## src/rtl/mem_port_arbiter.sv

```systemverilog
// Round-robin arbiter that shares one variable-latency memory port between the
// fetch (imem) and load/store (dmem) requesters, with one transaction in flight.
module mem_port_arbiter #(
  parameter int unsigned TIMEOUT_CYCLES = 255
) (
  input  logic        clk,
  input  logic        rst,
  input  logic [31:0] imem_addr,
  input  logic [3:0]  imem_rmask,
  output logic [31:0] imem_rdata,
  output logic        imem_resp,
  input  logic [31:0] dmem_addr,
  input  logic [3:0]  dmem_rmask,
  input  logic [3:0]  dmem_wmask,
  input  logic [31:0] dmem_wdata,
  output logic [31:0] dmem_rdata,
  output logic        dmem_resp,
  output logic [31:0] mem_addr,
  output logic [3:0]  mem_rmask,
  output logic [3:0]  mem_wmask,
  output logic [31:0] mem_wdata,
  input  logic [31:0] mem_rdata,
  input  logic        mem_resp,
  output logic        freeze_stall,
  output logic        timeout_err
);

  typedef enum logic {IDLE, WAIT} state_t;
  typedef enum logic {GNT_I, GNT_D} gnt_t;

  localparam logic [7:0] WD_LAST = 8'(TIMEOUT_CYCLES - 1);

  state_t      state_q;
  gnt_t        last_q, owner_q, grant;
  logic        i_pend_q, i_pend_d, d_pend_q, d_pend_d;
  logic [7:0]  wd_q, wd_d;
  logic        timeout_q;

  logic [31:0] i_addr_q, d_addr_q, d_wdata_q;
  logic [3:0]  i_rmask_q, d_rmask_q, d_wmask_q;

  logic        issue, resp_ok, tmo, done;
  logic        i_req, d_req, i_acc, d_acc, i_clr, d_clr;

  // Request capture: a port may re-request in the cycle its transaction completes.
  always_comb begin
    i_req = (imem_rmask != 4'h0);
    d_req = ((dmem_rmask | dmem_wmask) != 4'h0);
    i_acc = i_req && (!i_pend_q || i_clr);
    d_acc = d_req && (!d_pend_q || d_clr);
    i_pend_d = i_acc ? 1'b1 : (i_clr ? 1'b0 : i_pend_q);
    d_pend_d = d_acc ? 1'b1 : (d_clr ? 1'b0 : d_pend_q);
  end

  always_ff @(posedge clk) begin
    if (i_acc) begin
      i_addr_q  <= imem_addr;
      i_rmask_q <= imem_rmask;
    end
    if (d_acc) begin
      d_addr_q  <= dmem_addr;
      d_wmask_q <= dmem_wmask;
      d_rmask_q <= (dmem_wmask != 4'h0) ? 4'h0 : dmem_rmask;
      d_wdata_q <= dmem_wdata;
    end
  end

  // Grant and completion decode from registered state.
  always_comb begin
    issue   = (state_q == IDLE) && (i_pend_q || d_pend_q);
    grant   = (d_pend_q && (!i_pend_q || last_q == GNT_I)) ? GNT_D : GNT_I;
    resp_ok = (state_q == WAIT) && mem_resp;
    tmo     = (state_q == WAIT) && !mem_resp && (wd_q == WD_LAST);
    done    = resp_ok || tmo;
    i_clr   = done && (owner_q == GNT_I);
    d_clr   = done && (owner_q == GNT_D);
    wd_d    = ((state_q == WAIT) && !done) ? wd_q + 8'd1 : 8'd0;
  end

  always_comb begin
    mem_addr  = 32'h0;
    mem_rmask = 4'h0;
    mem_wmask = 4'h0;
    mem_wdata = 32'h0;
    if (issue) begin
      if (grant == GNT_D) begin
        mem_addr  = d_addr_q;
        mem_rmask = d_rmask_q;
        mem_wmask = d_wmask_q;
        mem_wdata = d_wdata_q;
      end else begin
        mem_addr  = i_addr_q;
        mem_rmask = i_rmask_q;
      end
    end
  end

  always_comb begin
    imem_resp    = i_clr;
    dmem_resp    = d_clr;
    imem_rdata   = (resp_ok && owner_q == GNT_I) ? mem_rdata : 32'h0;
    dmem_rdata   = (resp_ok && owner_q == GNT_D) ? mem_rdata : 32'h0;
    freeze_stall = i_pend_q || d_pend_q || (state_q == WAIT);
    timeout_err  = timeout_q;
  end

  always_ff @(posedge clk or posedge rst) begin
    if (rst) begin
      state_q   <= IDLE;
      last_q    <= GNT_I;
      owner_q   <= GNT_I;
      i_pend_q  <= 1'b0;
      d_pend_q  <= 1'b0;
      wd_q      <= 8'd0;
      timeout_q <= 1'b0;
    end else begin
      i_pend_q <= i_pend_d;
      d_pend_q <= d_pend_d;
      wd_q     <= wd_d;
      case (state_q)
        IDLE: begin
          if (issue) begin
            state_q <= WAIT;
            owner_q <= grant;
            last_q  <= grant;
          end
        end
        WAIT: begin
          if (tmo) timeout_q <= 1'b1;
          if (done) state_q <= IDLE;
        end
        default: state_q <= IDLE;
      endcase
    end
  end

endmodule

```

## config.mk

```make
export PLATFORM = sky130hd
export DESIGN_NAME = mem_port_arbiter
export DESIGN_NICKNAME = d
export VERILOG_FILES = /design/src/rtl/mem_port_arbiter.sv
export SDC_FILE = /design/constraint.sdc
export NUM_CORES = 1
export LEC_CHECK = 0
export BUFFER_PORTS_ARGS = -buffer_cell sky130_fd_sc_hd__buf_4
export CELL_PAD_IN_SITES_DETAIL_PLACEMENT = 2
export CELL_PAD_IN_SITES_GLOBAL_PLACEMENT = 2
export CORE_MARGIN = 1
export CORE_UTILIZATION = 28
export DETAILED_ROUTE_END_ITERATION = 8
export PLACE_DENSITY_LB_ADDON = 0.1
export REMOVE_ABC_BUFFERS = 1
export SKIP_LAST_GASP = 1
export SLEW_MARGIN = 15
export SYNTH_ARGS = -nofsm -noshare
export SYNTH_HDL_FRONTEND = slang
export SYNTH_SLANG_ARGS = --single-unit
export TNS_END_PERCENT = 10
```

## constraint.sdc

```tcl
create_clock -name clk -period 8.7 [get_ports clk]
set_input_delay 1.74 -clock clk [delete_from_list [all_inputs] [get_ports clk]]
set_output_delay 1.74 -clock clk [all_outputs]
set_load 0.1 [all_outputs]
```

# Yosys cells after proc, flatten, opt, wreduce, memory -nomap -nowiden
# Index checks and enable logic that the tools add are counted.
[word_totals] register_bits=121 wordCells=65
[op_classes] addsub=1 n_eq_ne=1 mux=19 n_bitwise=3 n_reduce_logical=29
[op_table] cell="$mux 32" n=6
[op_table] cell="$mux 4" n=4
[op_table] cell="$logic_and 1x1->1" n=12
[op_table] cell="$reduce_bool 4->1" n=3
[op_table] cell="$add 8x1->8 const B" n=1
[op_table] cell="$eq 8x8->1 const B" n=1
[op_table] cell="$mux 8" n=1
[op_table] cell="$mux 1" n=7
[op_table] cell="$logic_or 1x1->1" n=6
[op_table] cell="$logic_not 1->1" n=4
[op_table] cell="$or 4x4->4" n=1
[op_table] cell="$reduce_and 2->1" n=2
[op_table] cell="$reduce_bool 2->1" n=2
[op_table] cell="$not 1->1" n=2
[op_table] cell="$pmux 1 s2" n=1

# Longest topological paths before layout
[depth] depth_word=8 mapped_depth=6 ltp_nobuf=5

# Least setup slack after synthesis
# OpenSTA, ideal clock, no wires.
[synth_timing] path_kind="input to register" start="in mem_resp" end="reg d_addr_q[0] (enable)" setup_ns=0.526 arrival_ns=5.833 required_ns=8.174 path_slack_ns=2.342 stages=3 path_buffers=0 path_cell_list="nand2b_1 or4_4 a21oi_1"
[synth_via] elab_chain_cells=7
[synth_lines] item="start: declaration" line_no="23" rtl="input logic mem_resp,"
[synth_lines] item="$logic_not 1->1" line_no="73" rtl="tmo = (state_q == WAIT) && !mem_resp && (wd_q == WD_LAST);"
[synth_lines] item="$logic_and 1x1->1 (2 in series)" line_no="73"
[synth_lines] item="$logic_or 1x1->1 (*)" line_no="74" rtl="done = resp_ok || tmo;"
[synth_lines] item="$logic_and 1x1->1 (*)" line_no="76" rtl="d_clr = done && (owner_q == GNT_D);"
[synth_lines] item="$logic_or 1x1->1 (*)" line_no="50" rtl="d_acc = d_req && (!d_pend_q || d_clr);"
[synth_lines] item="$logic_and 1x1->1 (*)" line_no="50"
[synth_lines] item="net d_acc" line_no="43" rtl="logic i_req, d_req, i_acc, d_acc, i_clr, d_clr;"
[synth_lines] item="end signal: assignment" line_no="61" rtl="d_addr_q <= dmem_addr;"
[synth_lines] item="end: declaration" line_no="39" rtl="logic [31:0] i_addr_q, d_addr_q, d_wdata_q;"
# The timed path passes the listed nets; every way through them passes the cells marked *.
# A chain may end at the register's enable or synchronous reset.

# Worst setup path in the final report
[layout_timing] start="in mem_resp" end="out dmem_rdata[31]"
[layout_via] elab_chain_cells=3
[layout_lines] item="$logic_and 1x1->1" line_no="72" rtl="resp_ok = (state_q == WAIT) && mem_resp;"
[layout_lines] item="$logic_and 1x1->1" line_no="102" rtl="dmem_rdata = (resp_ok && owner_q == GNT_D) ? mem_rdata : 32'h0;"
[layout_lines] item="$mux 32" line_no="102"
[layout_lines] item="end: declaration" line_no="16" rtl="output logic [31:0] dmem_rdata,"
# No other way between the ends.

==> impl_metrics.py <==
metrics = {
    "sta": {
        "final.setup.tns_ps": 0,
        "final_worst_path_cycle_share": 0.5630,
        "report.final.slew_viol_count": 0,
        "slew_headroom": 0.2724,
        "clock.fmax_mhz": 204.2,
        "final.setup_skew_ps": 7.683,
        "timing.final.crit_period_ps": 4898,
        "grt_setup_unrepaired": "false",
        "tightest_slew_ps": 1089,
        "finalSetupViolCount": 0,
        "hold_viol_final": 0,
    },
    "routing": {
        "detail_route.vias_per_cell": 4.534,
        "number_of_detailed_route_iterations_in_the_first_pass": 4,
        "wire_per_inst_um": 18.55,
        "dr_total_vias": 4253,
        "residual_drc_count": 0,
        "drt_iter0_drc": 113,
        "ant_nets": 0,
        "totalWireLength_um": 17400,
    },
    "cells_and_area": {
        "antenna_cells_inserted": 0,
        "final-seq-area_um2": 3568,
        "drive_gt1_frac": 0.4485,
        "finish.instance_area_um2": 8125,
        "finish.utilization": 0.4508,
        "n_fill_cell": 1886,
        "area_delta_synth_final_pct": 57.62,
        "multi_input_comb_area_um2": 1533,
        "nets": 843,
    },
    "synth": {
        "simple_logic_cell_fraction_of_the_synthesized_area": 0.2197,
        "primary_flip_flop_cell_chosen_by_synthesis_mapping": "sky130_fd_sc_hd__edfxtp_1",
        "synth.distinct_cells": 31,
        "post_synth_edffs": 108,
        "yosysTopAreaCellShare": 0.6291,
        "post-synth-top-area-cell": "sky130_fd_sc_hd__edfxtp_1",
        "synth.avg_cell_area_um2": 12.42,
        "yosys_warnings": 0,
        "synth_seq_cells": 121,
        "post_synth_xor_area_fraction": 0.005097,
        "post_synth_instance_area_um2": 5155,
        "synth-adder-area-share": 0.004854,
        "yosys-mux-area-fraction": 0,
        "proportion_of_register_bits_with_asynchronous_set_or_reset_after_synthesis": 0.1074,
        "synth-seq-area-share": 0.6922,
        "synth_compound_area_frac": 0.05825,
        "synth_top_family_by_area": "simple AND/OR/NAND/NOR gates",
        "synth_top_cells_by_area": "sky130_fd_sc_hd__edfxtp_1, sky130_fd_sc_hd__and2_1, sky130_fd_sc_hd__dfrtp_1",
        "synthCells": 415,
    },
    "die": {
        "coreArea_um2": 18020,
        "initial_standard_cell_utilization_of_the_core": 0.2860,
        "horizontal_die_dimension_um": 137.7,
        "io_pins": 283,
        "core.rowCount": 49,
        "die_height_um": 137.7,
        "total_die_area_um2": 18960,
    },
    "global_routing": {
        "grt_antenna_before_repair": 0,
        "grt_pass1_wl_um": 25500,
        "grt_pass1_vias": 4730,
        "gr_overflow_total": 0,
        "grt_max_degree": 46,
        "grt.total_usage": 0.1841,
    },
    "cts": {
        "cts.root.buffer_cell": "sky130_fd_sc_hd__clkbuf_16",
        "cts_max_path_buffers": 2,
        "worst_skew_pair.late_latency_ps": 410,
        "post_cts.repair.setup_buffers": 0,
        "postCtsResizedCells": 0,
        "tritoncts_buffer_count": 17,
        "tritoncts_num_sinks": 121,
        "cts.clk_slew.worst_paths_ps": 50,
        "cts_hold_buffers": 0,
        "htreeDepth": 4,
        "tritoncts": "built",
    },
    "setup_path": {
        "crit_required_ps": 6960,
        "criticalPathCategory": "input port to output pin",
        "rrSetupSlack_ps": 5180,
        "cp_data_arrival_time_ps": 3160,
        "worstSetupStartpointType": "input port",
        "critical_path.max_fanout": 33,
        "endpoint_kind": "output pin",
    },
    "flow_run": {
        "maxCapViolCount": 0,
    },
    "power": {
        "post-layout-total-power_mw": 3.466,
        "irDropWorstVdd_uv": 198.5,
        "total_leakage_power_nw": 3.561,
        "cellPowerDensity_nw_per_um2": 426.6,
    },
    "place": {
        "place.gp.congestion": 0.7288,
        "detailedPlacementHpwl_um": 12780,
        "place.port_buffers": 282,
        "post_dp_cell_area_um2": 7535,
    },
    "worst_hold_path": {
        "min_path_type": "flip-flop to flip-flop",
    },
    "status": {
        "outcome": "finished, final reports clean",
    },
}
[worst max-delay path, stage by stage]
cell and delay, ps:
sky130_fd_sc_hd__buf_4 90, sky130_fd_sc_hd__and3_1 780, sky130_fd_sc_hd__and2_1 250, sky130_fd_sc_hd__buf_4 290
[metrics by stage]
stage          cells  worst slack (ps)  hold WS, ps
2_1_floorplan    394              2308        493.7
6_report         938              3802        477.2
3_5_place_dp     907              3772        460.2
3_3_place_gp     907              3788        461.7
5_1_grt          938              3657        512.9
4_1_cts          937              3771        477.6
[where the power goes]
part           internal (mW)  total, mW  leakage, nW  switching, mW
clock network          0.440      0.679        0.277          0.238
logic                  0.372       1.99         2.12           1.62
registers              0.756      0.793         1.16         0.0376
[cells in the final DEF (no fill, tap or decap), drive strengths merged, types with 5 or more instances in the layout]
master and count:
clkinv 8, dfrtp 13, buf 285, and2 106, edfxtp 108, a21oi 42, nand3 5, nor2 6
clkbuf 18, nand2 75, or3 5
[layout make-up]
| class | instances | area share |
|---|---|---|
| Clock inverter | 12 | 0.01648 |
| Clock buffer | 18 | 0.05282 |
| Tap cell | 229 | 0.03526 |
| Sequential cell | 121 | 0.4392 |
| Inverter | 4 | 0.001848 |
| Timing Repair Buffer | 285 | 0.2658 |
| Multi-Input combinational cell | 269 | 0.1886 |
[synthesized netlist by cell type (3+ instances only)]
cell type / n
sky130_fd_sc_hd__edfxtp_1: 108
sky130_fd_sc_hd__and2_1: 106
sky130_fd_sc_hd__nand2_1: 75
sky130_fd_sc_hd__a21oi_1: 42
sky130_fd_sc_hd__dfrtp_1: 13
sky130_fd_sc_hd__clkbuf_1: 12
sky130_fd_sc_hd__buf_2: 7
sky130_fd_sc_hd__nand3_1: 5
sky130_fd_sc_hd__nor2_1: 5
sky130_fd_sc_hd__or3_1: 5
sky130_fd_sc_hd__inv_1: 4
sky130_fd_sc_hd__o21ai_0: 4
sky130_fd_sc_hd__nor4_1: 3
[logic make-up after synthesis]
kind of cell    after synthesis
compound gates               54
xor+xnor                      3
fa+ha+maj                     2
buf+inv                      25
flops                       121
simple gates                210
[registers in the layout, indices dropped and copies added (netlist names)]
register	count
wd_q	8
i_rmask_q	4
d_wdata_q	32
d_addr_q	32
d_rmask_q	4
i_addr_q	32
d_wmask_q	4
state_q	1
owner_q	1
timeout_err	1
i_pend_q	1
d_pend_q	1
[routing by layer]
layer / vias up / share of wire / global-route usage
li1: 1995 / - / -
met1: 2078 / 0.37 / 0.1912
met2: 161 / 0.55 / 0.3537
met3: 19 / 0.069 / 0.05188
met4: 0 / 0.012 / 0.05495
met5: - / 0 / 0
[final timing paths]
check	from	end	cells after the start
min in group asynchronous	rst	timeout_err	2
max in group asynchronous	rst	wd_q[4]	2
worst max register to register	owner_q	d_addr_q[16]	4
worst min register to register	timeout_err	timeout_err	1
worst max-delay path	mem_resp	dmem_rdata[31]	4
worst min-delay path	timeout_err	timeout_err	1
Power figures use the tool's default switching activity.
